## src/rtl/spi_sdo_capture.sv

```systemverilog
// SPI mode-0 read controller: selects a target, clocks WIDTH bits in MSB-first
// from spi_sdo and presents the word on a valid/ready handshake.
module spi_sdo_capture #(
  parameter int WIDTH   = 16,
  parameter int CLK_DIV = 2,
  parameter int SEL_W   = 4
) (
  input  logic             clk,
  input  logic             rst,
  input  logic             start,
  input  logic [SEL_W-1:0] sel_in,
  output logic [SEL_W-1:0] sel,
  output logic             spi_cs_n,
  output logic             spi_sclk,
  input  logic             spi_sdo,
  output logic             busy,
  output logic [WIDTH-1:0] rx_data,
  output logic             rx_valid,
  input  logic             rx_ready,
  output logic             overrun
);

  localparam int DW = $clog2(CLK_DIV + 1);
  localparam int BW = $clog2(WIDTH + 1);
  localparam logic [DW-1:0] DIV_LOAD = DW'(CLK_DIV - 1);
  localparam logic [BW-1:0] BIT_LOAD = BW'(WIDTH - 1);

  localparam logic [2:0] S_IDLE  = 3'd0;
  localparam logic [2:0] S_SETUP = 3'd1;
  localparam logic [2:0] S_HIGH  = 3'd2;
  localparam logic [2:0] S_LOW   = 3'd3;
  localparam logic [2:0] S_HOLD  = 3'd4;

  logic [2:0]       state_reg;
  logic [DW-1:0]    div_reg;
  logic [BW-1:0]    bit_reg;
  logic [WIDTH-1:0] shift_reg;
  logic [WIDTH-1:0] shift_next;
  logic [WIDTH:0]   shift_ext;
  logic [SEL_W-1:0] sel_reg;
  logic [WIDTH-1:0] rx_data_reg;
  logic             sclk_reg;
  logic             cs_n_reg;
  logic             busy_reg;
  logic             rx_valid_reg;
  logic             overrun_reg;
  logic             phase_done;

  // Shift left with the new bit entering at the LSB; works for WIDTH == 1 too.
  assign shift_ext  = {shift_reg, spi_sdo};
  assign shift_next = shift_ext[WIDTH-1:0];
  assign phase_done = (div_reg == '0);

  always_ff @(posedge clk or posedge rst) begin
    if (rst) begin
      state_reg    <= S_IDLE;
      div_reg      <= '0;
      bit_reg      <= '0;
      shift_reg    <= '0;
      sel_reg      <= '0;
      rx_data_reg  <= '0;
      sclk_reg     <= 1'b0;
      cs_n_reg     <= 1'b1;
      busy_reg     <= 1'b0;
      rx_valid_reg <= 1'b0;
      overrun_reg  <= 1'b0;
    end else begin
      if (rx_valid_reg && rx_ready) begin
        rx_valid_reg <= 1'b0;
      end

      case (state_reg)
        S_IDLE: begin
          if (start) begin
            sel_reg   <= sel_in;
            cs_n_reg  <= 1'b0;
            busy_reg  <= 1'b1;
            div_reg   <= DIV_LOAD;
            bit_reg   <= BIT_LOAD;
            shift_reg <= '0;
            state_reg <= S_SETUP;
          end
        end
        S_SETUP: begin
          if (phase_done) begin
            sclk_reg  <= 1'b1;
            shift_reg <= shift_next;
            div_reg   <= DIV_LOAD;
            state_reg <= S_HIGH;
          end else begin
            div_reg <= div_reg - 1'b1;
          end
        end
        S_HIGH: begin
          if (phase_done) begin
            sclk_reg  <= 1'b0;
            div_reg   <= DIV_LOAD;
            state_reg <= S_LOW;
          end else begin
            div_reg <= div_reg - 1'b1;
          end
        end
        S_LOW: begin
          if (phase_done) begin
            div_reg <= DIV_LOAD;
            if (bit_reg == '0) begin
              state_reg <= S_HOLD;
            end else begin
              bit_reg   <= bit_reg - 1'b1;
              sclk_reg  <= 1'b1;
              shift_reg <= shift_next;
              state_reg <= S_HIGH;
            end
          end else begin
            div_reg <= div_reg - 1'b1;
          end
        end
        S_HOLD: begin
          if (phase_done) begin
            // A word landing on an unconsumed one is an overrun unless it is
            // being consumed on this very edge.
            cs_n_reg     <= 1'b1;
            busy_reg     <= 1'b0;
            rx_data_reg  <= shift_reg;
            rx_valid_reg <= 1'b1;
            overrun_reg  <= overrun_reg | (rx_valid_reg & ~rx_ready);
            state_reg    <= S_IDLE;
          end else begin
            div_reg <= div_reg - 1'b1;
          end
        end
        default: begin
          state_reg <= S_IDLE;
          cs_n_reg  <= 1'b1;
          sclk_reg  <= 1'b0;
          busy_reg  <= 1'b0;
        end
      endcase
    end
  end

  assign sel      = sel_reg;
  assign spi_cs_n = cs_n_reg;
  assign spi_sclk = sclk_reg;
  assign busy     = busy_reg;
  assign rx_data  = rx_data_reg;
  assign rx_valid = rx_valid_reg;
  assign overrun  = overrun_reg;

endmodule

```

## config.mk

```make
export PLATFORM = sky130hd
export DESIGN_NAME = spi_sdo_capture
export DESIGN_NICKNAME = d
export VERILOG_FILES = /design/src/rtl/spi_sdo_capture.sv
export SDC_FILE = /design/constraint.sdc
export NUM_CORES = 1
export LEC_CHECK = 0
export BUFFER_PORTS_ARGS = -buffer_cell sky130_fd_sc_hd__clkbuf_2
export CAP_MARGIN = 20
export CORE_ASPECT_RATIO = 1.4
export CORE_MARGIN = 2
export CORE_UTILIZATION = 50
export CTS_CLUSTER_SIZE = 28
export DETAILED_ROUTE_END_ITERATION = 12
export GPL_ROUTABILITY_DRIVEN = 0
export HOLD_SLACK_MARGIN = 0.05
export PLACE_DENSITY = 0.71
export SLEW_MARGIN = 15
export SYNTH_ARGS = -nofsm -noshare
export SYNTH_HDL_FRONTEND = slang
export SYNTH_SLANG_ARGS = --single-unit
```

## constraint.sdc

```tcl
create_clock -name clk -period 3 [get_ports clk]
set_clock_uncertainty 0.2 [all_clocks]
set_input_delay 0.45 -clock clk [delete_from_list [all_inputs] [get_ports clk]]
set_output_delay 0.45 -clock clk [all_outputs]
set_load 0.05 [all_outputs]
```

## Word-level counts from Yosys, hierarchy flattened

Cells that the tools add are included.

- Output and inout port bits: 25
- Logic and storage cells: 78
- Input bits: 9
- Bits in registers: 51

- Reductions and logical operators: 17
- Bitwise gates (word level): 5
- Add/sub/neg operators: 2
- Mux-type cells: 32
- Eq/ne operators: 11

Operator list:

| cell | number |
|---|---|
| $mux W16 | 4 |
| $pmux W16 S3 | 1 |
| $mux W3 | 6 |
| $mux W5 | 3 |
| $pmux W3 S5 | 1 |
| $reduce_and A5 Y1 | 3 |
| $ne A2 B2 Y1 const B | 7 |
| $pmux W5 S2 | 1 |
| $mux W1 | 9 |
| $eq A3 B2 Y1 const B | 2 |
| $mux W2 | 3 |
| $pmux W1 S3 | 2 |
| $pmux W2 S3 | 1 |
| $reduce_and A3 Y1 | 2 |
| $reduce_bool A3 Y1 | 2 |
| $logic_not A5 Y1 | 1 |
| $sub A5 B1 Y5 const B | 1 |
| $pmux W1 S4 | 1 |
| $reduce_and A2 Y1 | 2 |
| $reduce_and A4 Y1 | 1 |
| $eq A3 B1 Y1 const B | 1 |
| $eq A3 B3 Y1 const B | 1 |
| $logic_not A3 Y1 | 1 |
| $not A1 Y1 | 3 |
| 8 further kinds | 8 |

## Logic depth before layout (Yosys ltp)

Gate-level depths: netlist (run 1).

- Word-level depth: 4
- Gate-level depth with buffers: 8

## Least setup slack after synthesis (run 1)

OpenSTA, ideal clock, no wires.

- Kind: register to register
- Start point: register div_reg[0]
- End point: register div_reg[0]
- Setup time: 124 ps
- Required time: 2,676 ps
- Arrival: 1,570 ps
- Stages on the path, launching flop included: 8
- Buffers on the path: 1
- Setup slack: 1,106 ps
- Path through: dfrtp_1 inv_1 ha_1 buf_2 or3_1 a21oi_1 a21boi_0 a21oi_1

- Cells in the longest elaborated chain, start to end: 3
- Elaborated cells between the ends (all ways): 7
- Classes of those cells: 1 x add/sub; 1 x eq/ne; 3 x mux; 2 x reduce/logical

RTL lines:

| item | RTL line | text |
|---|---|---|
| start: declaration | 35 | `logic [DW-1:0] div_reg;` |
| start signal: assignment | 91 | `div_reg <= div_reg - 1'b1;` |
| start signal: assignment | 100 | `div_reg <= div_reg - 1'b1;` |
| start signal: assignment | 115 | `div_reg <= div_reg - 1'b1;` |
| $sub A2 B1 Y2 / $logic_not A2 Y1 (equally long branches) | -- |  |
| $mux W2 (tied with other cells) | 119 | `if (phase_done) begin` |
| $pmux W2 S3 / $reduce_and A3 Y1 (equally long branches) | -- |  |

Parallel ways exist; a longest one is shown, timed or not. The select of a mux whose other input is x is not followed.
A chain may end at the register's enable or synchronous reset.

## Worst setup path in the final report (run 1)

- Start point: register div_reg[0]
- End point: register rx_data_reg[1] (netlist: rx_data[1])

- Cells in the longest elaborated chain, start to end: 2

RTL lines:

| item | RTL line | text |
|---|---|---|
| $logic_not A2 Y1 | 52 | `assign phase_done = (div_reg == '0);` |
| $reduce_and A2 Y1 (no source line) | -- |  |
| end signal: assignment | 124 | `rx_data_reg <= shift_reg;` |
| end: declaration | 41 | `logic [WIDTH-1:0] rx_data_reg;` |

No other way between the ends.

==> reports/results.ini, run 1 <==
[grt]
grtUsageTotal = 0.183
grt_first_pass_wirelength_um = 7150
first_global_vias = 1538
grt.overflow.total = 0
antenna_found_initial = 0
grt_max_degree = 30

[final_layout]
nets = 243
layout_common_cells = dfrtp_1 (50), nand2_1 (37), clkbuf_2 (33)
final_common_cell = dfrtp_1
diodes = 0
drive_gt1_frac = 0.315
syn_to_final_growth_pct = 13.5

[sta]
final-setup-viol-count = 0
setup_ws_ns = 0.688
worstMarginPinSlew_ns = 0.661
max_freq_ghz = 0.433
fin_crit_ns = 2.31
setup-tns-final_ns = 0
relSlewSlack = 0.559
rsz0062_at_grt = false
hold_violations = 0
fin_crit_sh = 0.771
drv_slew = 0

[worst_setup_path]
max_stage_delay_ns = 0.50
worstPathRequired_ns = 2.99
r2r_cells = 5
critPathKind = reg -> reg
start_kind = flip-flop
worstReg2RegStart = div_reg[0]$_DFFE_PP0P_
critical-path-top-delay-family = simple AND/OR/NAND/NOR gates
critPathArrivalTime_ns = 2.31
regToRegSetupSlack_ns = 0.69
critPathMaxFanout = 10
crit_slowest_cell = and3_1
end_kind = flip-flop
critPathBufInv = 2
cp_cell_sequence = inv_1 -> ha_1 -> and3_1 -> buf_4 -> mux2_2
reg2reg_to = rx_data[1]$_DFFE_PP0P_

[synthesis]
async_reset_ff_frac = 1.00
synth-seq-cells = 51
synth_area_leaders = dfrtp_1 (55%), mux2_2 (9.0%), nand2_1 (6.2%)
ys.flop_type = dfrtp_1
ys_seq_area_frac = 0.566
synth_area_mm2 = 0.00226
synth_cells = 197
synth_warnings = 0
synth_top_area_frac = 0.554
yosys.area.top_type = dfrtp_1
ys_types = 40
syn_avg_cell_area_um2 = 11.5
synth_edf_count = 0
synth_nets = 209

[routing]
wirelength_um = 4070
drtIter0Drc = 75
drtPass1Iterations = 4
vias = 1576
drc = 0
wl_per_cell_um = 13.9
final_antenna_net_count = 0
via_per_inst = 5.40

[job]
cap_violations = 0

[cts]
clk_latency_ns = 0.31
cts_root_buf = clkbuf_8
h-tree-depth = 2
clock_path_buffers = 2
cts_sinks = 51
numCtsBuffers = 5
tritoncts = built
cts.clk_slew.worst_paths_ns = 0.10
cts_setup_buffers = 0

[floorplan]
die_area_mm2 = 0.00508
ios = 34
die_height_um = 83.5
row_count = 28
initial_core_util = 0.528
core_area_mm2 = 0.00427
fp.dieW_um = 60.8

[min_path]
hold_path_depth = 2
worst_hold_startpoint = sel_in[1]
min_to = sel[1]$_DFFE_PP0P_
hp-class = in -> reg

[power_and_ir_drop]
leakagePower_uw = 0.00134
power.density_mw_per_mm2 = 786
vdd_drop_max_mv = 0.368

[placed_design]
post-place-ws_ns = 0.709
dp_hpwl_um = 2790
io_buffers = 33

[outcome]
status = finished clean

[cell usage after synthesis, types with 2 or more instances]
master,n
ha_1,3
inv_1,8
mux2_1,3
nor3_1,3
o22ai_1,2
or3_1,2
buf_4,4
buf_2,2
nand3_1,17
clkbuf_1,2
nor2_1,6
mux2_2,18
nand2_1,37
buf_6,2
a21oi_1,9
o21ai_0,3
nor4b_4,2
and3_1,2
dfrtp_1,50
mux2i_1,2
[what timing repair did]
action,4_1_cts,5_1_grt
resized for setup,0,0
hold buffers,1,0
hold endpoints to repair,21,0
[final cells by class]
cell class,instances,area [um^2]
clock buffer,6,82.6
clock inverter,2,16.3
fill,373,1710
inverter,8,30.0
multi-input combinational,127,876
sequential,51,1280
tap,60,75.1
timing repair buffer,38,205
[worst reg2reg max path, stage by stage, from the launching register on]
cell and delay (ns):
dfrtp_1 0.43, inv_1 0.08, ha_1 0.38, and3_1 0.50, buf_4 0.26, mux2_2 0.34
[worst max-delay path by stage]
| stage | to | depth (start not counted) | start | slack, ns |
|---|---|---|---|---|
| floorplan | div_reg[0]$_DFFE_PP0P_ | 7 | div_reg[0]$_DFFE_PP0P_ | 1.11 |
| global placement | rx_data[7]$_DFFE_PP0P_ | 5 | div_reg[0]$_DFFE_PP0P_ | 0.74 |
| detailed placement | rx_data[6]$_DFFE_PP0P_ | 5 | div_reg[0]$_DFFE_PP0P_ | 0.71 |
| CTS | rx_data[1]$_DFFE_PP0P_ | 5 | div_reg[0]$_DFFE_PP0P_ | 0.67 |
| global route | rx_data[3]$_DFFE_PP0P_ | 5 | div_reg[0]$_DFFE_PP0P_ | 0.53 |
| finish | rx_data[1]$_DFFE_PP0P_ | 5 | div_reg[0]$_DFFE_PP0P_ | 0.69 |
[per-layer routing]
metal  GRT usage  wire, um  up-vias
li1            -         -      746
met1       0.245      1790      798
met2       0.287      2100       26
met3      0.0326       112        6
met4      0.0791        70        0
met5           0         0        -
[kinds of logic (layout without fill, tap and decap cells)]
group           Yosys count  count (layout)  synth area share
simple gates             78              78             0.185
flops                    51              51             0.566
compound gates           23              23            0.0732
mux                      23              23             0.114
buf+inv                  19              54            0.0460
fa+ha+maj                 3               3            0.0166
[report_power, final]
group / switching [uW] / internal [uW] / leakage, uW / total [uW]
clock: 233 / 189 / 0.0000474 / 422
combinational: 459 / 215 / 0.000625 / 674
sequential: 117 / 800 / 0.000663 / 918
[metrics by stage]
step                instance area, um^2  utilization  cells  hold slack (ns)  power, uW
global route                       2560        0.600    292            0.171       2130
global placement                   2450        0.574    283            0.253       1590
finish                             2560        0.600    292            0.174       2010
CTS                                2560        0.600    292            0.169       2030
floorplan                          2260            -    197            0.233       1490
detailed placement                 2450        0.574    283            0.260       1600
Power figures use the tool's default switching activity.
==> run 2, diff against run 1 <==
Clock period 3 ns to 2.15 ns, I/O delays scaled along.
==> run 2 against run 1 <==
Against the previous run:
- cell count rose by 2.4%
- non-clock buffer count rose by 7
- sequential power rose by 41%
- first-iteration DRC count fell by 48%
- clock-buffer cell count did not move
- register-to-register slack got worse by 0.49 ns
- design area rose by 2.3%
- flip-flop and latch count did not move
- highest routed layer unchanged
==> reports/results.ini, run 2 (synthesis results as in run 1) <==
[power_and_ir_drop]
p_int_uw = 1710  ; was 1200 uW
leakagePower_uw = 0.00137  ; was 0.00134 uW
vdd_drop_max_mv = 0.660  ; was 0.368 mV
power.switching_uw = 1110  ; was 809 uW
switching_share = 0.395  ; was 0.402
power.combinational.fraction = 0.356  ; was 0.335
seq_power_share = 0.456  ; about the same
clockPowerShare = 0.187  ; was 0.209
power.density_mw_per_mm2 = 1080  ; was 786 mW/mm^2

[floorplan]
initial_core_util = 0.528  ; unchanged
ios = 34  ; unchanged
row_count = 28  ; unchanged
die_area_mm2 = 0.00508  ; unchanged
fp.dieW_um = 60.8  ; unchanged
die_height_um = 83.5  ; unchanged
core_area_mm2 = 0.00427  ; unchanged

[worst_setup_path]
end_kind = flip-flop  ; unchanged
start_kind = flip-flop  ; unchanged
crit_slowest_cell = dfrtp_1  ; was and3_1
critPathBufInv = 1  ; was 2
critPathArrivalTime_ns = 1.94  ; was 2.31 ns
max_stage_delay_ns = 0.40  ; was 0.50 ns
worstPathRequired_ns = 2.14  ; was 2.99 ns
critical-path-top-delay-family = compound AO/OA/AOI/OAI gates  ; was simple AND/OR/NAND/NOR gates
cp_cell_sequence = inv_1 -> ha_2 -> or3_1 -> a21oi_2 -> a21boi_0 -> a21oi_1  ; was inv_1 -> ha_1 -> and3_1 -> buf_4 -> mux2_2
critPathKind = reg -> reg  ; unchanged
critPathMaxFanout = 10  ; unchanged

[routing]
drc = 0  ; unchanged
drtIter0Drc = 39  ; was 75
final_antenna_net_count = 0  ; unchanged
top_layer = met4  ; unchanged
via_per_inst = 5.26  ; was 5.40
wirelength_um = 4060  ; was 4070 um
wl_per_cell_um = 13.6  ; was 13.9 um
drt-met1-wl_um = 1800  ; was 1790 um
met2_length_um = 2130  ; was 2100 um
drtPass1Iterations = 4  ; unchanged
dr_wl_met3_um = 83  ; was 112 um
vias = 1574  ; was 1576

[sta]
rsz0062_at_grt = false  ; unchanged
setup-tns-final_ns = 0  ; unchanged
relSlewSlack = 0.671  ; was 0.559
drv_slew = 0  ; unchanged
fin_crit_ns = 1.96  ; was 2.31 ns
final-setup-viol-count = 0  ; unchanged
max_freq_ghz = 0.511  ; was 0.433 GHz
fin_crit_sh = 0.910  ; was 0.771
hold_violations = 0  ; unchanged
worstMarginPinSlew_ns = 0.494  ; was 0.661 ns

[final_layout]
final_cells = 299  ; was 292
final_common_cell = dfrtp_1  ; unchanged
syn_to_final_growth_pct = 16.2  ; was 13.5%
layout_common_cells = dfrtp_1 (50), nand2_1 (37), clkbuf_2 (33)  ; unchanged
fillCellCount = 376  ; was 373
drive_gt1_frac = 0.335  ; was 0.315
nets = 250  ; was 243
multiInputGateArea_um2 = 882  ; was 876 um^2
diodes = 0  ; unchanged
ff_latch_area_mm2 = 0.00128  ; unchanged

[cts]
tritoncts = built  ; unchanged
h-tree-depth = 2  ; unchanged
cts_setup_buffers = 0  ; unchanged
clock_path_buffers = 2  ; unchanged
cts_root_buf = clkbuf_8  ; unchanged
numCtsBuffers = 5  ; unchanged
clk_latency_ns = 0.29  ; was 0.31 ns
cts_sinks = 51  ; unchanged
cts.clk_slew.worst_paths_ns = 0.09  ; was 0.10 ns

[grt]
first_global_vias = 1548  ; was 1538
grt_first_pass_wirelength_um = 6930  ; was 7150 um
grt_max_degree = 33  ; was 30
grtUsageTotal = 0.176  ; was 0.183
antenna_found_initial = 0  ; unchanged
grt.overflow.total = 0  ; unchanged

[placed_design]
dp_hpwl_um = 2860  ; was 2790 um
place_inst = 289  ; was 283
io_buffers = 33  ; unchanged

[job]
cap_violations = 0  ; unchanged

[outcome]
status = finished clean  ; unchanged

[min_path]
hp-class = in -> reg  ; unchanged

run 2: worst register-to-register path: cells and delay by family, from the launching register on:
kind | cells | cell delay (ns)
DFF | 1 | 0.40
and+or+nand+nor | 1 | 0.39
AOI/OAI and AO/OA | 3 | 0.55
adders and majority gates | 1 | 0.26
buffers and inverters | 1 | 0.06
run 2: stage by stage:
stage / util / area [um^2] / worst slack, ns / hold WS, ns / power (uW)
finish: 0.614 / 2620 / 0.194 / 0.0584 / 2820
global route: 0.614 / 2620 / 0.0547 / 0.0507 / 3000
CTS: 0.612 / 2620 / 0.0252 / 0.0512 / 2840
detailed placement: 0.588 / 2510 / 0.0520 / 0.144 / 2300
global placement: 0.588 / 2510 / 0.0679 / 0.138 / 2280
floorplan: - / 2260 / 0.256 / 0.233 / 2080
run 2: what timing repair did:
item	in CTS	in global routing
gates resized for setup	0	2
hold endpoints to repair	19	0
hold buffers	2	0
setup endpoints to repair	0	20
run 2: worst paths after layout:
path / slack [ns] / cells after the start / startpoint / end
setup / recovery: 0.19 / 6 / div_reg[0]$_DFFE_PP0P_ / div_reg[0]$_DFFE_PP0P_
hold / removal: 0.06 / 2 / sel_in[3] / sel[3]$_DFFE_PP0P_
setup reg to reg: 0.19 / 6 / div_reg[0]$_DFFE_PP0P_ / div_reg[0]$_DFFE_PP0P_
hold reg to reg: 0.27 / 1 / overrun$_DFFE_PP0P_ / overrun$_DFFE_PP0P_
max in group asynchronous: 0.87 / 4 / rst / rx_data[8]$_DFFE_PP0P_
min in group asynchronous: 0.37 / 3 / rst / busy$_DFFE_PP0P_
run 2: area by class of cell:
class,instances,share of cell area
Clock buffer,6,0.0277
Clock inverter,2,0.00477
Inverter,8,0.0115
Multi-Input combinational cell,127,0.336
Sequential cell,51,0.487
Tap cell,60,0.0286
Timing Repair Buffer,45,0.104
run 2: power groups by stage:
stage	clock (uW)	combinational [uW]	sequential, uW
final	529	1010	1290
after global routing	590	1100	1320
after CTS	549	1010	1290
after detailed placement	0	996	1310
after global placement	0	976	1300
after floorplan	0	680	1400
run 2: per-layer routing:
| metal | vias up | GRT usage |
|---|---|---|
| met5 | - | 0 |
| met2 | 19 | 0.301 |
| met1 | 786 | 0.224 |
| met3 | 5 | 0.0326 |
| met4 | 0 | 0.0415 |
| li1 | 764 | - |
==> run 3, diff against run 2 <==
Settings changed: CTS_CLUSTER_SIZE 28 to 12, PLACE_DENSITY 0.71 to 0.8.
==> run 3 against run 2 <==
Against the previous run:
- wire length is 1.2% lower
- maximum frequency is 0.98% higher
- design area is 2.1% higher
- flip-flop and latch count stayed put
- worst hold slack worse by 0.0048 ns
- die area stayed put
- total power is 5.8% higher
- global-route usage is 0.30 points lower
- cell count is 0.33% higher
- sequential share of layout area is 1.0 points lower
- first-iteration DRC count is 23% higher
==> reports/results.ini, run 3 (synthesis results as in run 1) <==
[outcome]
status = finished clean  ; unchanged

[floorplan]
ios = 34  ; unchanged
die_height_um = 83.5  ; unchanged
die_area_mm2 = 0.00508  ; unchanged
core_area_mm2 = 0.00427  ; unchanged
initial_core_util = 0.528  ; unchanged
row_count = 28  ; unchanged
fp.dieW_um = 60.8  ; unchanged

[cts]
cts_sinks = 51  ; unchanged
cts.clk_slew.worst_paths_ns = 0.10  ; was 0.09 ns
h-tree-depth = 2  ; unchanged
cts_root_buf = clkbuf_8  ; unchanged
tritoncts = built  ; unchanged
clock_path_buffers = 2  ; unchanged
numCtsBuffers = 5  ; unchanged
clk_latency_ns = 0.30  ; was 0.29 ns

[power_and_ir_drop]
clockPowerShare = 0.228  ; was 0.187
p_int_uw = 1840  ; was 1710 uW
power.density_mw_per_mm2 = 1110  ; was 1080 mW/mm^2
vdd_drop_max_mv = 0.840  ; was 0.660 mV
power.switching_uw = 1150  ; was 1110 uW
power.combinational.fraction = 0.345  ; was 0.356
seq_power_share = 0.427  ; was 0.456
switching_share = 0.385  ; was 0.395
leakagePower_uw = 0.00139  ; was 0.00137 uW

[worst_setup_path]
start_kind = flip-flop  ; unchanged
critPathArrivalTime_ns = 1.98  ; was 1.94 ns
worstPathRequired_ns = 2.19  ; was 2.14 ns
critPathMaxFanout = 16  ; was 10
cp_cell_sequence = inv_1 -> ha_1 -> nor4b_4 -> o32a_2 -> nand2_1 -> nand2_1  ; was inv_1 -> ha_2 -> or3_1 -> a21oi_2 -> a21boi_0 -> a21oi_1
max_stage_delay_ns = 0.42  ; was 0.40 ns
critPathKind = reg -> reg  ; unchanged
cpMostUsedCell = nand2_1
crit_slowest_cell = dfrtp_1  ; unchanged
end_kind = flip-flop  ; unchanged

[routing]
drc = 0  ; unchanged
via_per_inst = 5.22  ; was 5.26
drtPass1Iterations = 4  ; unchanged
wirelength_um = 4010  ; was 4060 um
final_antenna_net_count = 0  ; unchanged
drtIter0Drc = 48  ; was 39
wl_per_cell_um = 13.4  ; was 13.6 um
vias = 1566  ; was 1574

[sta]
setup-tns-final_ns = 0  ; unchanged
setup_ws_ns = 0.213  ; was 0.194 ns
max_freq_ghz = 0.516  ; was 0.511 GHz
drv_slew = 0  ; unchanged
relSlewSlack = 0.714  ; was 0.671
hold_violations = 0  ; unchanged
worstMarginPinSlew_ns = 0.428  ; was 0.494 ns
final-setup-viol-count = 0  ; unchanged
fin_crit_sh = 0.901  ; was 0.910
fin_crit_ns = 1.94  ; was 1.96 ns
rsz0062_at_grt = false  ; unchanged

[final_layout]
final_common_cell = dfrtp_1  ; unchanged
syn_to_final_growth_pct = 18.7  ; was 16.2%
nets = 251  ; was 250
layout_common_cells = dfrtp_1 (50), nand2_1 (37), clkbuf_2 (33)  ; unchanged
fillCellCount = 361  ; was 376
drive_gt1_frac = 0.333  ; was 0.335
diodes = 0  ; unchanged

[grt]
grt.overflow.total = 0  ; unchanged
first_global_vias = 1505  ; was 1548
grtUsageTotal = 0.173  ; was 0.176
antenna_found_initial = 0  ; unchanged
grt_first_pass_wirelength_um = 6800  ; was 6930 um
grt_max_degree = 52  ; was 33

[placed_design]
io_buffers = 33  ; unchanged
post-place-ws_ns = 0.0942  ; was 0.0520 ns
dp_hpwl_um = 2700  ; was 2860 um

[min_path]
hp-class = in -> reg  ; unchanged

[job]
cap_violations = 0  ; unchanged

==> run 3: changes by cell type in the layout (fill, tap and decap cells not counted) <==
| cell | before | now |
|---|---|---|
| buf_4 | 9 | 7 |
| dlygate4sd3_1 | 2 | 4 |
| buf_12 | 1 | 2 |
| bufinv_16 | 0 | 1 |
| clkbuf_1 | 1 | 0 |
| clkinv_2 | 1 | 0 |
| clkinv_4 | 0 | 1 |
| clkinvlp_4 | 1 | 0 |
| inv_6 | 0 | 1 |
==> run 3: worst max-delay path: cells and delay by family, from the launching register on <==
family          cells  cell delay, ns
compound gates      1            0.41
buf+inv             1            0.08
flops               1            0.42
fa+ha+maj           1            0.21
simple gates        3            0.56
==> run 3: power by group through the flow <==
stage          Sequential, uW  Combinational, uW  Clock (uW)
6_report                 1270               1030         681
5_1_grt                  1300               1130         728
4_1_cts                  1270               1030         697
3_5_place_dp             1290               1020           0
3_3_place_gp             1290                984           0
2_1_floorplan            1400                680           0
==> run 3: area by class of cell <==
cell class | count | area, um^2 | area share
Tap cell | 60 | 75.1 | 0.0280
Clock buffer | 5 | 68.8 | 0.0257
Inverter | 8 | 30.0 | 0.0112
Timing Repair Buffer | 46 | 298 | 0.111
Clock inverter | 3 | 47.5 | 0.0177
Multi-Input combinational cell | 127 | 882 | 0.329
Sequential cell | 51 | 1280 | 0.477
==> run 3: layer usage <==
layer | global-route usage | part of all wire | vias up
met5 | 0 | 0 | -
met4 | 0.0573 | 0.010 | 0
met3 | 0.0279 | 0.024 | 4
met2 | 0.283 | 0.53 | 28
met1 | 0.227 | 0.44 | 770
li1 | - | - | 764
==> run 3: path summary, 6_finish.rpt <==
check / depth (start not counted) / start / endpoint / slack (ns)
max: 6 / bit_reg[0]$_DFFE_PP0P_ / shift_reg[8]$_DFFE_PP0P_ / 0.21
min: 3 / spi_sdo / shift_reg[0]$_DFFE_PP0P_ / 0.05
max reg2reg: 6 / bit_reg[0]$_DFFE_PP0P_ / shift_reg[8]$_DFFE_PP0P_ / 0.21
min reg2reg: 2 / shift_reg[15]$_DFFE_PP0P_ / shift_reg[15]$_DFFE_PP0P_ / 0.27
max in group asynchronous: 4 / rst / spi_cs_n$_DFFE_PP1P_ / 1.09
min in group asynchronous: 4 / rst / bit_reg[2]$_DFFE_PP0P_ / 0.40
==> run 3: what timing repair did <==
item / CTS / global route
hold buffers: 4 / 0
endpoints found under the hold margin: 53 / 0
resized for setup: 0 / 2
setup buffers: 0 / 0
setup endpoints to repair: 0 / 19
==> run 3: per-stage QoR <==
step	std cells	hold slack, ns	power [uW]	area (um^2)	utilization
2_1_floorplan	197	0.233	2080	2260	-
6_report	300	0.0535	2990	2680	0.627
4_1_cts	300	0.0504	3000	2670	0.625
3_3_place_gp	288	0.174	2270	2520	0.589
3_5_place_dp	288	0.173	2310	2520	0.589
5_1_grt	300	0.0659	3150	2680	0.627
